<file path="config.mk">
export PLATFORM = sky130hd
export DESIGN_NAME = dpfifo_ctrl_flat
export DESIGN_NICKNAME = d
export VERILOG_FILES = /design/src/rtl/dpfifo_ctrl_pkg.sv /design/src/rtl/dpfifo_ctrl_if.sv /design/src/rtl/dpfifo_ctrl_fifo_ptr.sv /design/src/rtl/dpfifo_ctrl.sv /design/src/flat_wrapper.sv
export SDC_FILE = /design/constraint.sdc
export NUM_CORES = 1
export LEC_CHECK = 0
export ABC_AREA = 1
export BUFFER_PORTS_ARGS = -buffer_cell sky130_fd_sc_hd__buf_4
export CAP_MARGIN = 20
export CORE_ASPECT_RATIO = 0.9
export CORE_MARGIN = 2
export CORE_UTILIZATION = 35
export CTS_CLUSTER_DIAMETER = 60
export DETAILED_ROUTE_END_ITERATION = 10
export HOLD_SLACK_MARGIN = 0.1
export PLACE_DENSITY = 0.57
export SKIP_LAST_GASP = 1
export SYNTH_ARGS = -nofsm -noshare
export SYNTH_HDL_FRONTEND = slang
export SYNTH_SLANG_ARGS = --single-unit
export TNS_END_PERCENT = 5
</file>
<file path="constraint.sdc">
create_clock -name clk -period 2.39 [get_ports clk]
set_input_delay 0.1195 -clock clk [delete_from_list [all_inputs] [get_ports clk]]
set_output_delay 0.1195 -clock clk [all_outputs]
set_load 0.05 [all_outputs]
</file>
<file path="src/rtl/dpfifo_ctrl_pkg.sv">
// Shared sizing for the dual-port FIFO controller and its RAM.
// Holds width defaults and the depth derivation.
package dpfifo_ctrl_pkg;

   localparam int DW_DEF = 2;
   localparam int AW_DEF = 4;

   function automatic int depth_of(input int aw);
      return 1 << aw;
   endfunction

   localparam int DEPTH_DEF = depth_of(AW_DEF);

endpackage

</file>
<file path="src/rtl/dpfifo_ctrl_if.sv">
// Push/pop handshake and status bundle of the FIFO controller.
// master drives requests, slave is the controller.
interface dpfifo_ctrl_if
   import dpfifo_ctrl_pkg::*;
#(
   parameter int DW = DW_DEF,
   parameter int AW = AW_DEF
) ();

   logic          push;
   logic [DW-1:0] push_data;
   logic          pop;
   logic          pop_valid;
   logic [DW-1:0] pop_data;
   logic          full;
   logic          empty;
   logic [AW:0]   count;
   logic          overflow;
   logic          underflow;

   modport master (
      output push, push_data, pop,
      input  pop_valid, pop_data, full, empty,
      input  count, overflow, underflow
   );

   modport slave (
      input  push, push_data, pop,
      output pop_valid, pop_data, full, empty,
      output count, overflow, underflow
   );

endinterface

</file>
<file path="src/rtl/dpfifo_ctrl_fifo_ptr.sv">
// Modulo-2^AW address pointer for the FIFO RAM.
// Wraps naturally from the top address back to 0.
module fifo_ptr #(
   parameter int AW = 4
) (
   input  logic          clk,
   input  logic          rst,
   input  logic          inc,
   output logic [AW-1:0] ptr
);

   // advance by one on each accepted access
   always_ff @(posedge clk) begin
      if (rst)
         ptr <= '0;
      else if (inc)
         ptr <= ptr + AW'(1);
   end

endmodule

</file>
<file path="src/rtl/dpfifo_ctrl.sv">
// FIFO controller driving an external dual-port RAM.
// Port 1 writes at wr_ptr, port 2 reads at rd_ptr.
module dpfifo_ctrl
   import dpfifo_ctrl_pkg::*;
#(
   parameter int DATA_WIDTH = DW_DEF,
   parameter int ADDR_WIDTH = AW_DEF
) (
   input  logic                  clk,
   input  logic                  rst,
   dpfifo_ctrl_if.slave          fifo,
   output logic                  ram_we1,
   output logic                  ram_oe1,
   output logic [ADDR_WIDTH-1:0] ram_addr1,
   output logic [DATA_WIDTH-1:0] ram_din1,
   output logic                  ram_we2,
   output logic                  ram_oe2,
   output logic [ADDR_WIDTH-1:0] ram_addr2,
   input  logic [DATA_WIDTH-1:0] ram_dout2
);

   localparam int DEPTH = depth_of(ADDR_WIDTH);
   localparam logic [ADDR_WIDTH:0] CNT_FULL =
      (ADDR_WIDTH+1)'(DEPTH);

   logic                  push_acc;
   logic                  pop_acc;
   logic [ADDR_WIDTH-1:0] wr_ptr;
   logic [ADDR_WIDTH-1:0] rd_ptr;
   logic [ADDR_WIDTH:0]   count_nxt;

   // accept only when there is room/data and not in reset
   always_comb begin
      push_acc = fifo.push & ~fifo.full & ~rst;
      pop_acc  = fifo.pop & ~fifo.empty & ~rst;
   end

   fifo_ptr #(.AW(ADDR_WIDTH)) u_wr_ptr (
      .clk (clk),
      .rst (rst),
      .inc (push_acc),
      .ptr (wr_ptr)
   );

   fifo_ptr #(.AW(ADDR_WIDTH)) u_rd_ptr (
      .clk (clk),
      .rst (rst),
      .inc (pop_acc),
      .ptr (rd_ptr)
   );

   // RAM strobes track acceptance so rejected requests never touch memory
   always_comb begin
      ram_we1   = push_acc;
      ram_oe1   = 1'b0;
      ram_addr1 = wr_ptr;
      ram_din1  = fifo.push_data;
      ram_we2   = 1'b0;
      ram_oe2   = pop_acc;
      ram_addr2 = rd_ptr;
   end

   // occupancy after this edge; both or neither leaves it unchanged
   always_comb begin
      count_nxt = fifo.count;
      case ({push_acc, pop_acc})
         2'b10:   count_nxt = fifo.count + 1'b1;
         2'b01:   count_nxt = fifo.count - 1'b1;
         default: count_nxt = fifo.count;
      endcase
   end

   // registered status, flags decoded from next count
   always_ff @(posedge clk) begin
      if (rst) begin
         fifo.count     <= '0;
         fifo.full      <= 1'b0;
         fifo.empty     <= 1'b1;
         fifo.pop_valid <= 1'b0;
         fifo.overflow  <= 1'b0;
         fifo.underflow <= 1'b0;
      end else begin
         fifo.count     <= count_nxt;
         fifo.full      <= (count_nxt == CNT_FULL);
         fifo.empty     <= (count_nxt == '0);
         fifo.pop_valid <= pop_acc;
         fifo.overflow  <= fifo.push & fifo.full;
         fifo.underflow <= fifo.pop & fifo.empty;
      end
   end

   // RAM data is only meaningful in the cycle after an accepted pop
   always_comb begin
      fifo.pop_data = fifo.pop_valid ? ram_dout2 : '0;
   end

endmodule

</file>
<file path="src/flat_wrapper.sv">
// flat-port wrapper written by rule: the top's interface ports become plain ports
module dpfifo_ctrl_flat import dpfifo_ctrl_pkg::*;
#(
   parameter int DATA_WIDTH = DW_DEF,
   parameter int ADDR_WIDTH = AW_DEF
)
  (clk, rst, ram_we1, ram_oe1, ram_addr1, ram_din1, ram_we2, ram_oe2, ram_addr2, ram_dout2, fifo_push, fifo_push_data, fifo_pop, fifo_pop_valid, fifo_pop_data, fifo_full, fifo_empty, fifo_count, fifo_overflow, fifo_underflow);
  dpfifo_ctrl_if #(.DW((2)), .AW((4))) fifo_i ();
  input  logic clk;
  input  logic rst;
  output logic ram_we1;
  output logic ram_oe1;
  output logic [ADDR_WIDTH-1:0] ram_addr1;
  output logic [DATA_WIDTH-1:0] ram_din1;
  output logic ram_we2;
  output logic ram_oe2;
  output logic [ADDR_WIDTH-1:0] ram_addr2;
  input  logic [DATA_WIDTH-1:0] ram_dout2;
  input wire logic [$bits(fifo_i.push)-1:0] fifo_push;
  input wire logic [$bits(fifo_i.push_data)-1:0] fifo_push_data;
  input wire logic [$bits(fifo_i.pop)-1:0] fifo_pop;
  output wire logic [$bits(fifo_i.pop_valid)-1:0] fifo_pop_valid;
  output wire logic [$bits(fifo_i.pop_data)-1:0] fifo_pop_data;
  output wire logic [$bits(fifo_i.full)-1:0] fifo_full;
  output wire logic [$bits(fifo_i.empty)-1:0] fifo_empty;
  output wire logic [$bits(fifo_i.count)-1:0] fifo_count;
  output wire logic [$bits(fifo_i.overflow)-1:0] fifo_overflow;
  output wire logic [$bits(fifo_i.underflow)-1:0] fifo_underflow;
  assign fifo_i.push = fifo_push;
  assign fifo_i.push_data = fifo_push_data;
  assign fifo_i.pop = fifo_pop;
  assign fifo_pop_valid = fifo_i.pop_valid;
  assign fifo_pop_data = fifo_i.pop_data;
  assign fifo_full = fifo_i.full;
  assign fifo_empty = fifo_i.empty;
  assign fifo_count = fifo_i.count;
  assign fifo_overflow = fifo_i.overflow;
  assign fifo_underflow = fifo_i.underflow;
  dpfifo_ctrl #(.DATA_WIDTH(DATA_WIDTH), .ADDR_WIDTH(ADDR_WIDTH)) u_core (.clk(clk), .rst(rst), .fifo(fifo_i), .ram_we1(ram_we1), .ram_oe1(ram_oe1), .ram_addr1(ram_addr1), .ram_din1(ram_din1), .ram_we2(ram_we2), .ram_oe2(ram_oe2), .ram_addr2(ram_addr2), .ram_dout2(ram_dout2));
endmodule
</file>
==> results of run 1 <==
## synthesized netlist by cell type
master    count  area [um2]
nor2_4        1        11.3
o21ai_0       3        15.0
nand3_1      10        50.1
nand2_1      29         109
xor2_1        2        17.5
o211ai_1      1        7.51
nor2_1       12        45.0
inv_4         1        6.26
nand3_4       2        35.0
a21oi_1       7        35.0
conb_1        1        3.75
nand3_2       2        20.0
inv_1        18        67.6
nor3_1        1        5.00
nand4_1       3        18.8
buf_2         1        5.00
o21ai_1       1        5.00
nand2_2       5        31.3
nor2_2        1        6.26
buf_4         4        30.0
dfxtp_1      18         360
nand2_4       1        11.3
nand4_2       1        12.5
ha_1          4        50.1
inv_2         4        15.0
a31oi_1       1        6.26
## final cells by class
| class | instances | area, um2 | area share (%) |
|---|---|---|---|
| flip-flops and latches | 18 | 360 | 28.7 |
| well taps | 30 | 37.5 | 2.99 |
| multi-input cells | 89 | 502 | 39.9 |
| clock buffers | 4 | 36.3 | 2.89 |
| repair buffers | 30 | 233 | 18.5 |
| inverters | 23 | 88.8 | 7.06 |
## report_power, final
group	switching [W]	internal, W	leakage, nW
Clock	0.0000917	0.0000929	0.0210
Combinational	0.000184	0.0000799	0.486
Sequential	0.0000205	0.000321	0.147
## logic make-up (layout without fill, tap and decap cells)
family          Yosys count  count (layout)  synth area share (%)
flops                    18              18                  36.8
xor+xnor                  2               2                  1.79
simple gates             68              68                  36.3
other cells               1               2                 0.383
fa+ha+maj                 4               4                  5.11
compound gates           13              13                  7.02
buf+inv                  28              57                  12.6
## metrics by stage
stage	total power [W]	hold WS (ps)	setup slack, ps	cell area, um2	instances
finish	0.000790	239	432	1260	194
global route	0.000841	239	268	1260	194
CTS	0.000799	102	513	1250	193
detailed placement	0.000609	240	618	1190	187
global placement	0.000609	240	647	1190	187
floorplan	0.000550	230	135	986	135
## per-layer routing
metal  vias to the layer above  GRT usage (%)
li1                        478              -
met1                       386           18.1
met2                        28           18.7
met3                         4           6.01
met4                         0           4.81
met5                         -              0
## sequential cells by signal, indices dropped and copies added, names as in the netlist
signal and count:
u_core.fifo.count 5, u_core.fifo.full 1, u_core.fifo.empty 1, u_core.fifo.overflow 1
u_core.u_rd_ptr.ptr 4, u_core.fifo.underflow 1, u_core.u_wr_ptr.ptr 4, u_core.fifo.pop_valid 1
## critical path, cell delays in order
cell and delay, ps:
dlygate4sd3_1 540, buf_4 200, inv_4 120, nand3_4 120
nor2_2 130, nand2_1 80, nand2_2 70, ha_1 220
o21ai_0 220, nand2_1 80, nor2_1 150, nand2_1 70
nor2_1 90
## path summary, 6_finish.rpt
path | endpoint | slack [ps] | depth (start not counted)
setup / recovery | u_core.fifo.full | 430 | 13
hold / removal | ram_din1[1] | 240 | 0
setup reg to reg | u_core.fifo.full | 620 | 12
hold reg to reg | u_core.u_wr_ptr.ptr[3] | 460 | 1
==> impl_metrics.toml, run 1 <==
[run_status]
run_status = "finished clean"

[detailed_routing]
ant_nets = 0
met1_length_um = 976
num_vias = 896
drt-total-wl_mm = 2.00
route.met2.wl_um = 830
highest_layer = "met4"
post_drt_wl_per_cell_um = 10.3
drc = 0
viasPerCell = 4.62
drtIter0Drc = 20
dr_wl_met3_um = 183
first_pass_iters = 4

[critical_path]
cp.arrival_ps = 2200
worst-path-max-fanout = 12
critPathKind = "in -> reg"
crit_required_ps = 2630
r2r-start = "u_core.fifo.full"
cp-startpoint = "rst"
worst_setup_path_start_kind = "input port"
end_kind = "flop"

[power_and_ir_drop]
leakage_nw = 0.654
ir_drop_uv = 313
p_per_area_nw_per_um2 = 628

[global_route]
grt_max_degree = 13
grt_usage_pct = 13.4
antenna_found_initial = 0
grt_pass1_vias = 713
gr-total-overflow = 0
grt_pass1_wl_mm = 3.16

[clocking]
htreeDepth = 1
holdBufCountCts = 2
clkSinkCount = 18
clockBufferDepth = 2
clk_latency_ps = 300
cts-root-buf = "clkbuf_4"
post_cts_resize_count = 0
cts-buffers-inserted = 3
cts_setup_buffers = 0
clk_pin_slew_ps = 100
tritoncts = "yes"

[cells_and_area]
utilization_pct = 46.5
fillCellCount = 276
num_antenna_cells = 0
drive_above_1_share_pct = 30.5
layout_common_cells = "nand2_1 (29), buf_4 (27), inv_1 (18), dfxtp_1 (18), nor2_1 (11)"
final_common_cell = "nand2_1"
nNetsFinal = 177
syn_to_final_growth_pct = 28.4

[floorplanning]
die_h_um = 54.2
die_x_um = 59.8
dieArea_um2 = 3240
core_um2 = 2700
fp-row-count = 18
initial_utilization_pct = 36.3
io-pin-count = 34

[placed_design]
post-dp-hpwl_mm = 1.60
port_buffers = 27
gp_congestion = 0.841

[worst_hold_path]
hold_path_startpoint = "fifo_push_data[1]"
hp-class = "in -> out"

[flow_run]
max_cap_viol_count = 0

[timing]
skew_ps = 10.4
setup-tns-final_ps = 0
setup_viol = 0
period_needed_ps = 1960
fmax_mhz = 511
post-route-period-util_pct = 81.9
drv_slew = 0
hold_violations = 0
rsz0062_at_grt = "false"

[logic_synthesis]
ys_seq_area_share_pct = 36.8
synth_warnings = 0
ys_types = 26
syn-instance-count = 134
synth_seq_cells = 18
syn_area_um2 = 980
syn_area_per_cell_um2 = 7.31
Power figures use the tool's default switching activity.
==> run 2, diff against run 1 <==
Settings changed: ABC_AREA 1 to 0, PLACE_DENSITY 0.57 to 0.59.
Clock period 2.39 ns to 1.8 ns, I/O delays scaled along.
==> impl_metrics.toml, run 2 <==
[placed_design]
detailedPlace.worstSlack_ps = -581
port_buffers = 27
place_area_um2 = 1340
post-place-cells = 193
post-dp-hpwl_mm = 1.69
gp_congestion = 0.867

[logic_synthesis]
synth-edff-count = 0
synth_seq_cells = 18
synth-main-ff-cell = "dfxtp_1"
synth.most_common_cell = "dfxtp_1"
synthTopCellsByCount = "dfxtp_1 (18), nor2_1 (14), nand2_1 (10), clkbuf_1 (6), xnor2_1 (6)"
ys_seq_area_share_pct = 35.8
syn_area_per_cell_um2 = 8.54
synth_warnings = 0
ys_types = 37
syn-instance-count = 118
synthTopCellsByArea = "dfxtp_1 (36%), nor2_1 (5.2%), xnor2_1 (5.2%)"
syn_area_um2 = 1010
yosysTopAreaCell = "dfxtp_1"
synth_top_area_share_pct = 35.8
ys_async_sr_fraction_pct = 0

[cells_and_area]
top_register = "u_core.fifo.count"
layout_common_cells = "buf_4 (46), dfxtp_1 (17), nor2_1 (14), nand2_1 (9)"
final_area_um2 = 1420
largest_reg_flops = 5
fin_cells = 198
nNetsFinal = 171
num_antenna_cells = 0
syn_to_final_growth_pct = 41.0
reg_top3 = "u_core.fifo.count: 5 flops, u_core.u_rd_ptr.ptr: 4 flops, u_core.u_wr_ptr.ptr: 4 flops"
final_common_cell = "buf_4"
drive_above_1_share_pct = 38.6

[floorplanning]
fp-row-count = 18
io-pin-count = 34
die_h_um = 54.9
dieArea_um2 = 3320
core_um2 = 2750
die_x_um = 60.5
initial_utilization_pct = 36.7

[clocking]
clk_latency_ps = 300
htreeDepth = 1
clkSinkCount = 18
tritoncts = "yes"
clockBufferDepth = 2
cts-buffers-inserted = 3
cts-root-buf = "clkbuf_4"
clk_pin_slew_ps = 110

[timing]
fin_ws_ps = -511
rsz0062_at_grt = "true"
fmax_mhz = 433
setup-tns-final_ps = -1950
post-route-period-util_pct = 128
drv_slew = 0
setup_viol = 5
period_needed_ps = 2310
hold_violations = 0
skew_ps = 6.42

[global_route]
grt_pass1_vias = 810
grt_max_degree = 19
antenna_found_initial = 0
grt_usage_pct = 14.8
grt_pass1_wl_mm = 3.58
gr-total-overflow = 0

[detailed_routing]
post_drt_wl_per_cell_um = 11.5
drt-total-wl_mm = 2.27
drc = 0
num_vias = 927
drtIter0Drc = 39
first_pass_iters = 4
viasPerCell = 4.68
ant_nets = 0

[critical_path]
end_kind = "flop"
crit_required_ps = 2010
worst_setup_path_start_kind = "flop"
critPathKind = "reg -> reg"
worst-path-max-fanout = 4
cp.arrival_ps = 2520

[power_and_ir_drop]
p_total_w = 0.00104
leakage_nw = 0.642
ir_drop_uv = 327
p_per_area_nw_per_um2 = 730

[run_status]
failed_checks = "negative setup slack"
run_status = "finished, violations left"

[worst_hold_path]
hp-class = "in -> reg"

[flow_run]
max_cap_viol_count = 0
==> run 2: cell types whose count changed after synthesis, sizes merged, moves of 3 or more <==
cell and delta:
clkbuf +6, nand3 -14, nand2 -25, inv -18, nor2b +3, xnor2 +6
nor3 +4, nand2b +4, a21oi -3
==> run 2: final cells by class <==
class / count / area (um2)
multi-input combinational: 83 / 579
fill: 273 / 1330
clock buffer: 4 / 36.3
timing repair buffer: 47 / 355
tap: 40 / 50.0
sequential: 18 / 364
inverter: 6 / 35.0
==> run 2: logic make-up after synthesis <==
group	after synthesis	synth area share, %
AND/OR/NAND/NOR	48	25.5
AO/OA/AOI/OAI	18	12.8
flip-flops	18	35.8
buffers and inverters	18	10.9
XOR/XNOR	10	8.70
adder cells (fa/ha/maj)	4	4.97
other	1	0.372
multiplexers	1	0.994
==> run 2: final timing paths <==
path                                        startpoint                endpoint  slack (ps)  cells past startpoint
worst max-delay path                 u_core.fifo.empty       u_core.fifo.empty        -510                     10
worst min-delay path                          fifo_pop   u_core.fifo.underflow         130                      3
worst max register to register       u_core.fifo.empty       u_core.fifo.empty        -510                     10
worst min register to register  u_core.u_wr_ptr.ptr[1]  u_core.u_wr_ptr.ptr[1]         500                      2
==> run 2: metal layers <==
| metal | routed length (um) | GRT usage (%) |
|---|---|---|
| met1 | 1080 | 18.7 |
| met4 | 51 | 7.61 |
| met2 | 1050 | 25.0 |
| met3 | 83 | 2.09 |
| met5 | 0 | 0 |
==> run 2: what timing repair did <==
action                                  in CTS  in global routing
hold buffers                                 1                  0
endpoints found under the setup margin       5                  5
resized for setup                            1                  5
pin swaps                                    0                  0
setup buffers                                0                  0
gates cloned                                 0                  0
endpoints found under the hold margin        1                  0
==> run 2: worst max-delay path, cell delays in order, from the launching register on <==
cell,delay [ps]
dfxtp_4,360
or3b_4,420
clkinv_8,60
nand2_2,50
xnor2_1,130
ha_2,190
o21ai_0,270
nor3_1,130
nor4_4,310
xnor2_2,140
a21o_1,170
==> run 2: power by group <==
part | switching (W) | internal, W | total [W]
Clock | 0.000133 | 0.000123 | 0.000256
Sequential | 0.0000230 | 0.000423 | 0.000446
Combinational | 0.000201 | 0.000134 | 0.000335
==> run 2: through the flow <==
step | hold slack [ps] | util (%)
final | 130 | 51.7
after global routing | 115 | 51.7
after CTS | 120 | 50.5
after detailed placement | 181 | 48.8
after global placement | 181 | 48.8
after floorplan | 213 | -
==> run 3, diff against run 2 <==
Settings changed: CORE_ASPECT_RATIO 0.9 to 1.4.
Clock period 1.8 ns to 2.1 ns, I/O delays scaled along.
==> impl_metrics.toml, run 3 (synthesized netlist as in run 2, its figures left out) <==
[clocking]
htreeDepth = 1
tritoncts = "yes"
clockBufferDepth = 2
clk_latency_ps = 260
clk_pin_slew_ps = 70
cts-root-buf = "clkbuf_8"
cts-buffers-inserted = 3
clkSinkCount = 18

[timing]
setup-tns-final_ps = -694
fmax_mhz = 424
period_needed_ps = 2360
fin_ws_ps = -260
skew_ps = 1.24
hold_violations = 0
rsz0062_at_grt = "true"
post-route-period-util_pct = 112
drv_slew = 0
holdWs_ps = 114
setup_viol = 3

[run_status]
failed_checks = "negative setup slack"
run_status = "finished, violations left"

[placed_design]
detailedPlace.worstSlack_ps = -319
place_area_um2 = 1300
port_buffers = 27
post-dp-hpwl_mm = 1.73
gp_congestion = 0.891

[cells_and_area]
top_register = "u_core.fifo.count"
syn_to_final_growth_pct = 38.3
nNetsFinal = 166
drive_above_1_share_pct = 35.9
num_antenna_cells = 0
reg_top3 = "u_core.fifo.count: 5 flops, u_core.u_rd_ptr.ptr: 4 flops, u_core.u_wr_ptr.ptr: 4 flops"
largest_reg_flops = 5
multi_input_area_um2 = 574
final_area_um2 = 1390
final_common_cell = "buf_4"
fillCellCount = 295
ff_latch_area_um2 = 364
layout_common_cells = "buf_4 (41), dfxtp_1 (17), nor2_1 (14), nand2_1 (9)"

[critical_path]
cp.arrival_ps = 2520
worst_setup_path_start_kind = "flop"
end_kind = "flop"
critPathKind = "reg -> reg"
rr_worst_depth = 11
crit_required_ps = 2260
worst-path-max-fanout = 4

[floorplanning]
die_h_um = 67.5
die_x_um = 49.3
dieArea_um2 = 3330
fp-row-count = 23
initial_utilization_pct = 36.1
core_um2 = 2790
io-pin-count = 34

[global_route]
grt_pass1_wl_mm = 4.14
grt_max_degree = 19
gr-total-overflow = 0
antenna_found_initial = 0
grt_pass1_vias = 962
grt_usage_pct = 16.3

[detailed_routing]
ant_nets = 0
post_drt_wl_per_cell_um = 12.5
drc = 0
viasPerCell = 4.87
num_vias = 925
drt-total-wl_mm = 2.37
drtIter0Drc = 18
first_pass_iters = 4

[power_and_ir_drop]
p_per_area_nw_per_um2 = 681
leakage_nw = 0.623
ir_drop_uv = 298

[worst_hold_path]
hp-class = "in -> reg"
hold_depth = 2

[flow_run]
max_cap_viol_count = 0
## run 3: area by class of cell
type | count | share of cell area [%]
well taps | 37 | 3.32
repair buffers | 42 | 22.8
flip-flops and latches | 18 | 26.1
inverters | 6 | 2.52
multi-input cells | 83 | 41.2
clock buffers | 4 | 3.95
## run 3: final timing paths
check,startpoint,endpoint,slack (ps)
hold / removal,fifo_pop,u_core.fifo.underflow,110
hold reg to reg,u_core.fifo.full,u_core.fifo.overflow,500
setup reg to reg,u_core.fifo.empty,u_core.fifo.empty,-260
setup / recovery,u_core.fifo.empty,u_core.fifo.empty,-260
## run 3: through the flow
| step | cells | total power (W) | util, % |
|---|---|---|---|
| final | 190 | 0.000949 | 49.9 |
| after global placement | 185 | 0.000656 | 46.5 |
| after CTS | 190 | 0.000956 | 49.8 |
| after floorplan | 119 | 0.000591 | - |
| after global routing | 190 | 0.000994 | 49.9 |
| after detailed placement | 185 | 0.000660 | 46.5 |
## run 3: report_power, final
group	leakage (nW)	internal (W)	total [W]	switching, W
logic	0.447	0.000107	0.000275	0.000167
clock network	0.0288	0.000167	0.000290	0.000123
registers	0.147	0.000362	0.000385	0.0000224
total	0.623	0.000636	0.000949	0.000313
## run 3: critical path, stage by stage (launching register included)
cell and delay [ps]:
dfxtp_4 340, or3b_4 410, clkinv_8 60, nand2_2 50, xnor2_1 160, ha_2 230, a22o_1 160, a2bb2oi_1 80
o32a_1 210, nor4_4 240, xnor2_2 140, a21o_1 170
## run 3: repair_timing
action / in CTS / in global routing
resized for setup: 4 / 1
hold endpoints to repair: 1 / 0
buffers inserted: 0 / 0
hold buffers: 1 / 0
setup endpoints to repair: 4 / 4
## run 3: routing by layer
layer	GRT usage, %	part of all wire [%]	vias to the layer above
met3	1.99	3.3	5
li1	-	-	463
met1	16.4	38	438
met5	0	0	-
met4	8.21	1.9	0
met2	32.6	57	19
